--- config.mk ---
export PLATFORM = sky130hd
export DESIGN_NAME = nibble_serial_adder_8_bit
export DESIGN_NICKNAME = d
export VERILOG_FILES = /design/src/rtl/nibble_serial_adder_8_bit_pkg.sv /design/src/rtl/nibble_serial_adder_8_bit_slice.sv /design/src/rtl/nibble_serial_adder_8_bit.sv
export SDC_FILE = /design/constraint.sdc
export NUM_CORES = 1
export LEC_CHECK = 0
export ABC_AREA = 1
export BUFFER_PORTS_ARGS = -buffer_cell sky130_fd_sc_hd__buf_2
export CAP_MARGIN = 5
export CORE_UTILIZATION = 35
export DETAILED_ROUTE_END_ITERATION = 6
export MAX_ROUTING_LAYER = met4
export PLACE_DENSITY = 0.58
export SETUP_SLACK_MARGIN = 0.15
export SYNTH_ARGS = -nofsm -noshare
export SYNTH_HDL_FRONTEND = slang
export SYNTH_SLANG_ARGS = --single-unit
--- constraint.sdc ---
create_clock -name clk -period 3 [get_ports clk]
set_input_delay 0.15 -clock clk [delete_from_list [all_inputs] [get_ports clk]]
set_output_delay 0.15 -clock clk [all_outputs]
set_load 0.02 [all_outputs]
--- src/rtl/nibble_serial_adder_8_bit_pkg.sv ---
// Shared types and default sizing for the nibble-serial adder.
// The top reuses one narrow adder slice over several clock cycles.
package adder_pkg;

    typedef enum logic [1:0] {
        IDLE,
        CALC,
        DONE
    } state_t;

    localparam int WIDTH_DEF   = 8;
    localparam int SLICE_W_DEF = 4;

endpackage

--- src/rtl/nibble_serial_adder_8_bit_slice.sv ---
// Combinational ripple-carry adder slice.
// The top instantiates it once and feeds it one operand nibble per cycle.
module adder_slice #(
    parameter int W = 4
) (
    input  logic [W-1:0] a,
    input  logic [W-1:0] b,
    input  logic         ci,
    output logic [W-1:0] s,
    output logic         co
);

    logic [W:0] c;

    always_comb begin
        c    = '0;
        s    = '0;
        c[0] = ci;
        for (int i = 0; i < W; i++) begin
            s[i]   = a[i] ^ b[i] ^ c[i];
            c[i+1] = (a[i] & b[i]) | (c[i] & (a[i] ^ b[i]));
        end
        co = c[W];
    end

endmodule

--- src/rtl/nibble_serial_adder_8_bit.sv ---
// Multi-cycle adder: accepts operands by valid/ready, adds them one slice per
// cycle through a shared adder slice, and returns sum/cout by valid/ready.
module nibble_serial_adder_8_bit
    import adder_pkg::*;
#(
    parameter int WIDTH   = WIDTH_DEF,
    parameter int SLICE_W = SLICE_W_DEF
) (
    input  logic             clk,
    input  logic             reset,
    input  logic             in_valid,
    output logic             in_ready,
    input  logic [WIDTH-1:0] x,
    input  logic [WIDTH-1:0] y,
    input  logic             cin,
    output logic             out_valid,
    input  logic             out_ready,
    output logic [WIDTH-1:0] sum,
    output logic             cout
);

    localparam int STEPS  = WIDTH / SLICE_W;
    localparam int STEP_W = (STEPS > 1) ? $clog2(STEPS) : 1;
    localparam logic [STEP_W-1:0] LAST_STEP = STEP_W'(STEPS - 1);

    state_t              state;
    logic [STEP_W-1:0]   step;
    logic [WIDTH-1:0]    opA;
    logic [WIDTH-1:0]    opB;
    logic [WIDTH-1:0]    work;
    logic [WIDTH-1:0]    workNext;
    logic                carry;
    logic [WIDTH-1:0]    sumReg;
    logic                coutReg;
    logic                validReg;

    logic [SLICE_W-1:0]  sliceA;
    logic [SLICE_W-1:0]  sliceB;
    logic [SLICE_W-1:0]  sliceS;
    logic                sliceCo;

    // Select the current slice of the latched operands and merge the slice
    // result into the work register image for this step.
    always_comb begin
        sliceA   = opA[step*SLICE_W +: SLICE_W];
        sliceB   = opB[step*SLICE_W +: SLICE_W];
        workNext = work;
        workNext[step*SLICE_W +: SLICE_W] = sliceS;
    end

    adder_slice #(
        .W (SLICE_W)
    ) u_slice (
        .a  (sliceA),
        .b  (sliceB),
        .ci (carry),
        .s  (sliceS),
        .co (sliceCo)
    );

    // Output regs stay zero until the final step, so partial sums never leak.
    always_ff @(posedge clk or posedge reset) begin
        if (reset) begin
            state    <= IDLE;
            step     <= '0;
            opA      <= '0;
            opB      <= '0;
            work     <= '0;
            carry    <= 1'b0;
            sumReg   <= '0;
            coutReg  <= 1'b0;
            validReg <= 1'b0;
        end else begin
            case (state)
                IDLE: begin
                    if (in_valid) begin
                        opA   <= x;
                        opB   <= y;
                        carry <= cin;
                        step  <= '0;
                        work  <= '0;
                        state <= CALC;
                    end
                end
                CALC: begin
                    work  <= workNext;
                    carry <= sliceCo;
                    step  <= step + 1'b1;
                    if (step == LAST_STEP) begin
                        sumReg   <= workNext;
                        coutReg  <= sliceCo;
                        validReg <= 1'b1;
                        state    <= DONE;
                    end
                end
                DONE: begin
                    if (out_ready) begin
                        sumReg   <= '0;
                        coutReg  <= 1'b0;
                        validReg <= 1'b0;
                        state    <= IDLE;
                    end
                end
                default: state <= IDLE;
            endcase
        end
    end

    assign in_ready  = (state == IDLE) && !reset;
    assign out_valid = validReg;
    assign sum       = sumReg;
    assign cout      = coutReg;

endmodule

==> flow_summary.ini, run 1 <==
[synth]
ys_ff_latch = 38
yosysWarnings = 0
synth_cell_types = 22
synth_fp_nets = 249
yosysSeqAreaShare_pct = 50.4
syn-cell-area_sq_mm = 0.00189
yosysTopAreaCell = dfrtp_1
yosys-top-cells-area = dfrtp_1, nand2_1, o21ai_0
synth.avg_cell_area_sq_um = 8.42
synthCells = 224
synth_top_area_share_pct = 50.4

[sta]
final-setup-viol-count = 0
setup_tns_ns = 0
hold_viol_final = 0
maxSlewViolCount = 0
rsz0062_at_grt = false
worstMarginPinSlew_ns = 0.481
fmax_ghz = 0.382
relSlewSlack_pct = 67.9
post-route-min-period_ns = 2.62
finalCritPeriodShare_pct = 87.2
fin_skew_ns = 0.00522

[power_and_ir_drop]
power_leakage_nw = 1.17
power_density_mw_per_mm2 = 1230
ir_worst_vdd_v = 0.000351

[grt]
grt_pass1_vias = 1343
grt_overflow = 0
grt_antenna_before_repair = 0
grt.total_usage_pct = 15.4
grt_pass1_wl_um = 6270
grt_max_degree = 39

[route]
wl_per_cell_um = 11.1
routed_wl_um = 3640
drc = 0
wl_met2_um = 1620
route.met3.wl_um = 146
vias = 1476
vias_per_cell = 4.50
wl_met1_um = 1810
ant_nets = 0
drt_iter0_markers = 102
firstDrtPassIters = 4
routed.top_layer = met4

[worst_setup_path]
worstSetupStartpointType = register
slowest_delay_ns = 0.48
cpMostUsedCell = nand2_1
path_max_fanout = 13
r2r-start = step
rrSetupSlack_ns = 0.38
reg2reg_depth = 13
end_kind = register
cp_slowest_cell = dfrtp_1
setup.worst_path.class = reg -> reg
cp.required_ns = 3.19
crit_chain = nand2_1 > o21ai_0 > fa_1 > fa_1 > inv_1 > fa_1 > fa_1 > inv_1 > nand2_1 > nand2_1 > nor2_1 > nand2_1 > nand2_1
worstPathArrival_ns = 2.80
r2r-end = sum[3]

[worst_hold_path]
hold_class = in -> reg
holdPathEnd = opA[6]
min_path_cells = 3
min_from = x[6]

[clock_network]
numCtsBuffers = 5
clock_latency_ns = 0.29
cts_max_path_buffers = 2
cts_tree = built
cts-root-buf = clkbuf_8
post_cts_resized = 0
cts_htree_levels = 2
cts.sinks = 38
cts_hold_buf = 1
post_cts_buffers = 0
path_clk_slew_ns = 0.08

[place]
portBuffers = 31
gp_congestion = 0.720
placed_area_sq_mm = 0.00208
dp_hpwl_um = 2620

[die]
start_util_pct = 36.7
top_level_ports = 32
rows = 26
die_w_um = 75.4
die_h_um = 75.4
core_sq_mm = 0.00514
die_area_sq_mm = 0.00569

[status]
status = finished clean

[final_layout]
post-route-cell-area_sq_mm = 0.00220
fin_nets = 282
diodes = 0
area_delta_synth_final_pct = 16.5
drive_gt1_share_pct = 24.0

[flow_run]
cap_violations = 0
==> synth_stat cells (all sizes together) <==
master   n
nand3   12
nand2   98
inv     24
buf      8
dfrtp   38
o21ai   27
fa       4
nor2    11
o31ai    1
nor3     1
==> through the flow <==
stage / instances / hold slack, ns / utilization [%] / setup slack (ns) / total power, mW
5_1_grt: 328 / 0.0506 / 42.7 / 0.151 / 2.99
6_report: 328 / 0.0460 / 42.7 / 0.384 / 2.69
2_1_floorplan: 224 / 0.248 / - / 0.401 / 1.99
3_5_place_dp: 319 / 0.304 / 40.4 / 0.399 / 2.29
4_1_cts: 328 / 0.0412 / 42.7 / 0.375 / 2.73
3_3_place_gp: 319 / 0.305 / 40.4 / 0.433 / 2.26
==> cells by family after synthesis <==
logic type      Yosys count  synth area share [%]
compound gates           28                  9.36
fa+ha+maj                 4                  4.25
buf+inv                  32                  8.69
flops                    38                  50.4
simple gates            122                  27.3
==> worst max-delay path: cells and delay by family, from the launching register on <==
kind | cells | cell delay, ns
adders and majority gates | 4 | 1.37
DFF | 1 | 0.48
buffers and inverters | 2 | 0.15
and+or+nand+nor | 6 | 0.38
AOI/OAI and AO/OA | 1 | 0.11
==> placed cells by master (no fill, tap or decap) <==
cell type and n:
nand2_1 93, dfrtp_1 38, buf_2 31, inv_1 21, o21ai_0 18, nand3_1 10
o21ai_2 9, nor2_1 9, nand2_2 5, clkbuf_8 5, fa_1 4, clkinv_2 2
buf_4 2, inv_2 1, inv_4 1, nand3_4 1, inv_6 1, nor3_1 1
nor2_2 1, nor2_4 1, o31ai_1 1, nand3_2 1, bufinv_16 1, dlygate4sd3_1 1
==> routing by layer <==
metal,global-route usage (%),vias to the layer above
li1,-,762
met2,22.5,32
met5,-,-
met1,21.0,677
met4,4.94,0
met3,3.97,5
==> state kept, by name, summed over array words and instances, names as in the netlist <==
name and flops:
carry 1, cout 1, opA 8, opB 8, out_valid 1, state 2
step 1, sum 8, work 8
==> power by group <==
| part | internal (mW) | switching [mW] | leakage, nW |
|---|---|---|---|
| Clock | 0.245 | 0.183 | 0.0579 |
| Sequential | 0.751 | 0.141 | 0.476 |
| Combinational | 0.486 | 0.888 | 0.632 |
| Total | 1.48 | 1.21 | 1.17 |
==> worst max path at each step <==
stage,start,to,slack (ns),cells past startpoint
after floorplan,step,sum[7],0.40,15
after global placement,step,sum[7],0.43,13
after detailed placement,step,sum[3],0.40,13
after CTS,step,sum[3],0.38,13
after global routing,step,sum[3],0.15,13
final,step,sum[3],0.38,13
==> final cells by class <==
class	instances	area, sq um
clock buffer	5	68.8
clock inverter	3	40.0
fill	567	2940
inverter	24	97.6
multi-input combinational	154	771
sequential	38	951
tap	70	87.6
timing repair buffer	34	180
Note: power is estimated with default switching activity, not from simulation.
==> inputs of run 2 (changes only) <==
- CELL_PAD_IN_SITES_DETAIL_PLACEMENT: default -> 2
- CELL_PAD_IN_SITES_GLOBAL_PLACEMENT: default -> 2
- CORE_UTILIZATION: 35 -> 33
- PLACE_DENSITY: 0.58 -> 0.83
==> run 2 against run 1 <==
Against the previous run:
- die area is 5.9% higher
- worst setup slack got worse by 0.034 ns
- non-clock buffer count up 3
- final area grew 1.1%
- clock-buffer cell count increased by 2
- clock power is 0.9% higher
- sequential share of layout area decreased by 0.41 points
- core utilization fell by 2.4 points
- worst hold slack gained 0.011 ns
- combinational power rose by 10%
- largest power group unchanged
==> flow_summary.ini, run 2 (synthesized netlist as in run 1, its figures left out) <==
[route]
drt_iter0_markers = 61
vias_per_cell = 4.71
wl_per_cell_um = 14.3
vias = 1570
ant_nets = 0
drc = 0
firstDrtPassIters = 4
routed_wl_um = 4780

[clock_network]
cts.sinks = 38
numCtsBuffers = 5
cts_tree = built
path_clk_slew_ns = 0.08
cts_htree_levels = 2
clock_latency_ns = 0.29
cts-root-buf = clkbuf_8
cts_max_path_buffers = 2

[place]
gp_congestion = 0.728
portBuffers = 31
dp_hpwl_um = 3340
post-place-cells = 321

[sta]
rsz0062_at_grt = false
post-route-min-period_ns = 2.65
fin_skew_ns = 0.0110
finalCritPeriodShare_pct = 88.3
fmax_ghz = 0.377
final-setup-viol-count = 0
worst_hold_slack_ns = 0.0566
relSlewSlack_pct = 66.5
worstMarginPinSlew_ns = 0.503
hold_viol_final = 0
maxSlewViolCount = 0
setup_tns_ns = 0

[final_layout]
utilization_pct = 40.3
fin_cells = 333
layout_common_cells = nand2_1, dfrtp_1, buf_2, inv_1, o21ai_0
area_delta_synth_final_pct = 17.7
fin_nets = 285
drive_gt1_share_pct = 24.5
final_common_cell = nand2_1
diodes = 0

[worst_setup_path]
end_kind = register
path_max_fanout = 11
worstPathArrival_ns = 2.84
cp.required_ns = 3.19
setup.worst_path.class = reg -> reg
worstSetupStartpointType = register

[die]
die_w_um = 77.6
top_level_ports = 32
die_h_um = 77.6
core_sq_mm = 0.00551
start_util_pct = 34.2
die_area_sq_mm = 0.00602
rows = 27

[power_and_ir_drop]
ir_worst_vdd_v = 0.000418
power_leakage_nw = 1.18
power_density_mw_per_mm2 = 1280

[grt]
grt_overflow = 0
grt.total_usage_pct = 18.3
grt_max_degree = 39
grt_pass1_wl_um = 8130
grt_pass1_vias = 1679
grt_antenna_before_repair = 0

[flow_run]
cap_violations = 0

[status]
status = finished clean

[worst_hold_path]
hold_class = in -> reg
[run 2: power breakdown]
| part | switching (mW) | internal [mW] |
|---|---|---|
| registers | 0.150 | 0.752 |
| clock network | 0.182 | 0.249 |
| logic | 1.00 | 0.508 |
| total | 1.33 | 1.51 |
[run 2: path summary, 6_finish.rpt]
check / from / end / cells after the start / slack, ns
setup / recovery: step / sum[7] / 13 / 0.35
hold / removal: x[1] / opA[1] / 3 / 0.06
setup reg to reg: step / sum[7] / 13 / 0.35
hold reg to reg: out_valid / out_valid / 2 / 0.47
max in group asynchronous: reset / step / 4 / 2.08
min in group asynchronous: reset / work[1] / 4 / 0.53
[run 2: worst max-delay path, cell delays in order, from the launching register on]
cell and delay [ns]:
dfrtp_2 0.47, nand2_1 0.09, o21ai_0 0.11, fa_1 0.42
fa_1 0.38, inv_1 0.08, fa_1 0.18, fa_1 0.41
inv_1 0.10, nand2_1 0.06, nand2_1 0.08, nor2_1 0.04
nand2_1 0.07, nand2_1 0.05
[run 2: cell type report]
type,instances,area (sq um)
multi-input cells,154,771
well taps,72,90.1
flip-flops and latches,38,952
repair buffers,37,203
clock buffers,7,76.3
inverters,24,97.6
clock inverters,1,30.0
fillers,653,3290
[run 2: what timing repair did]
action | 4_1_cts | 5_1_grt
setup endpoints to repair | 0 | 3
hold endpoints to repair | 2 | 0
setup buffers | 0 | 3
hold buffers | 1 | 0
gates resized for setup | 0 | 1
[run 2: metrics by stage]
| step | area (sq um) | power (mW) | setup WS [ns] |
|---|---|---|---|
| 6_report | 2220 | 2.84 | 0.350 |
| 5_1_grt | 2220 | 3.12 | 0.159 |
| 4_1_cts | 2200 | 2.85 | 0.257 |
| 3_5_place_dp | 2080 | 2.36 | 0.268 |
| 3_3_place_gp | 2080 | 2.29 | 0.404 |
| 2_1_floorplan | 1890 | 1.99 | 0.401 |
[run 2: layer usage]
metal	global-route usage, %	wire (um)	up-vias
li1	-	-	762
met1	23.2	2260	779
met2	29.6	2350	25
met3	3.76	127	4
met4	5.09	38	0
met5	-	0	-
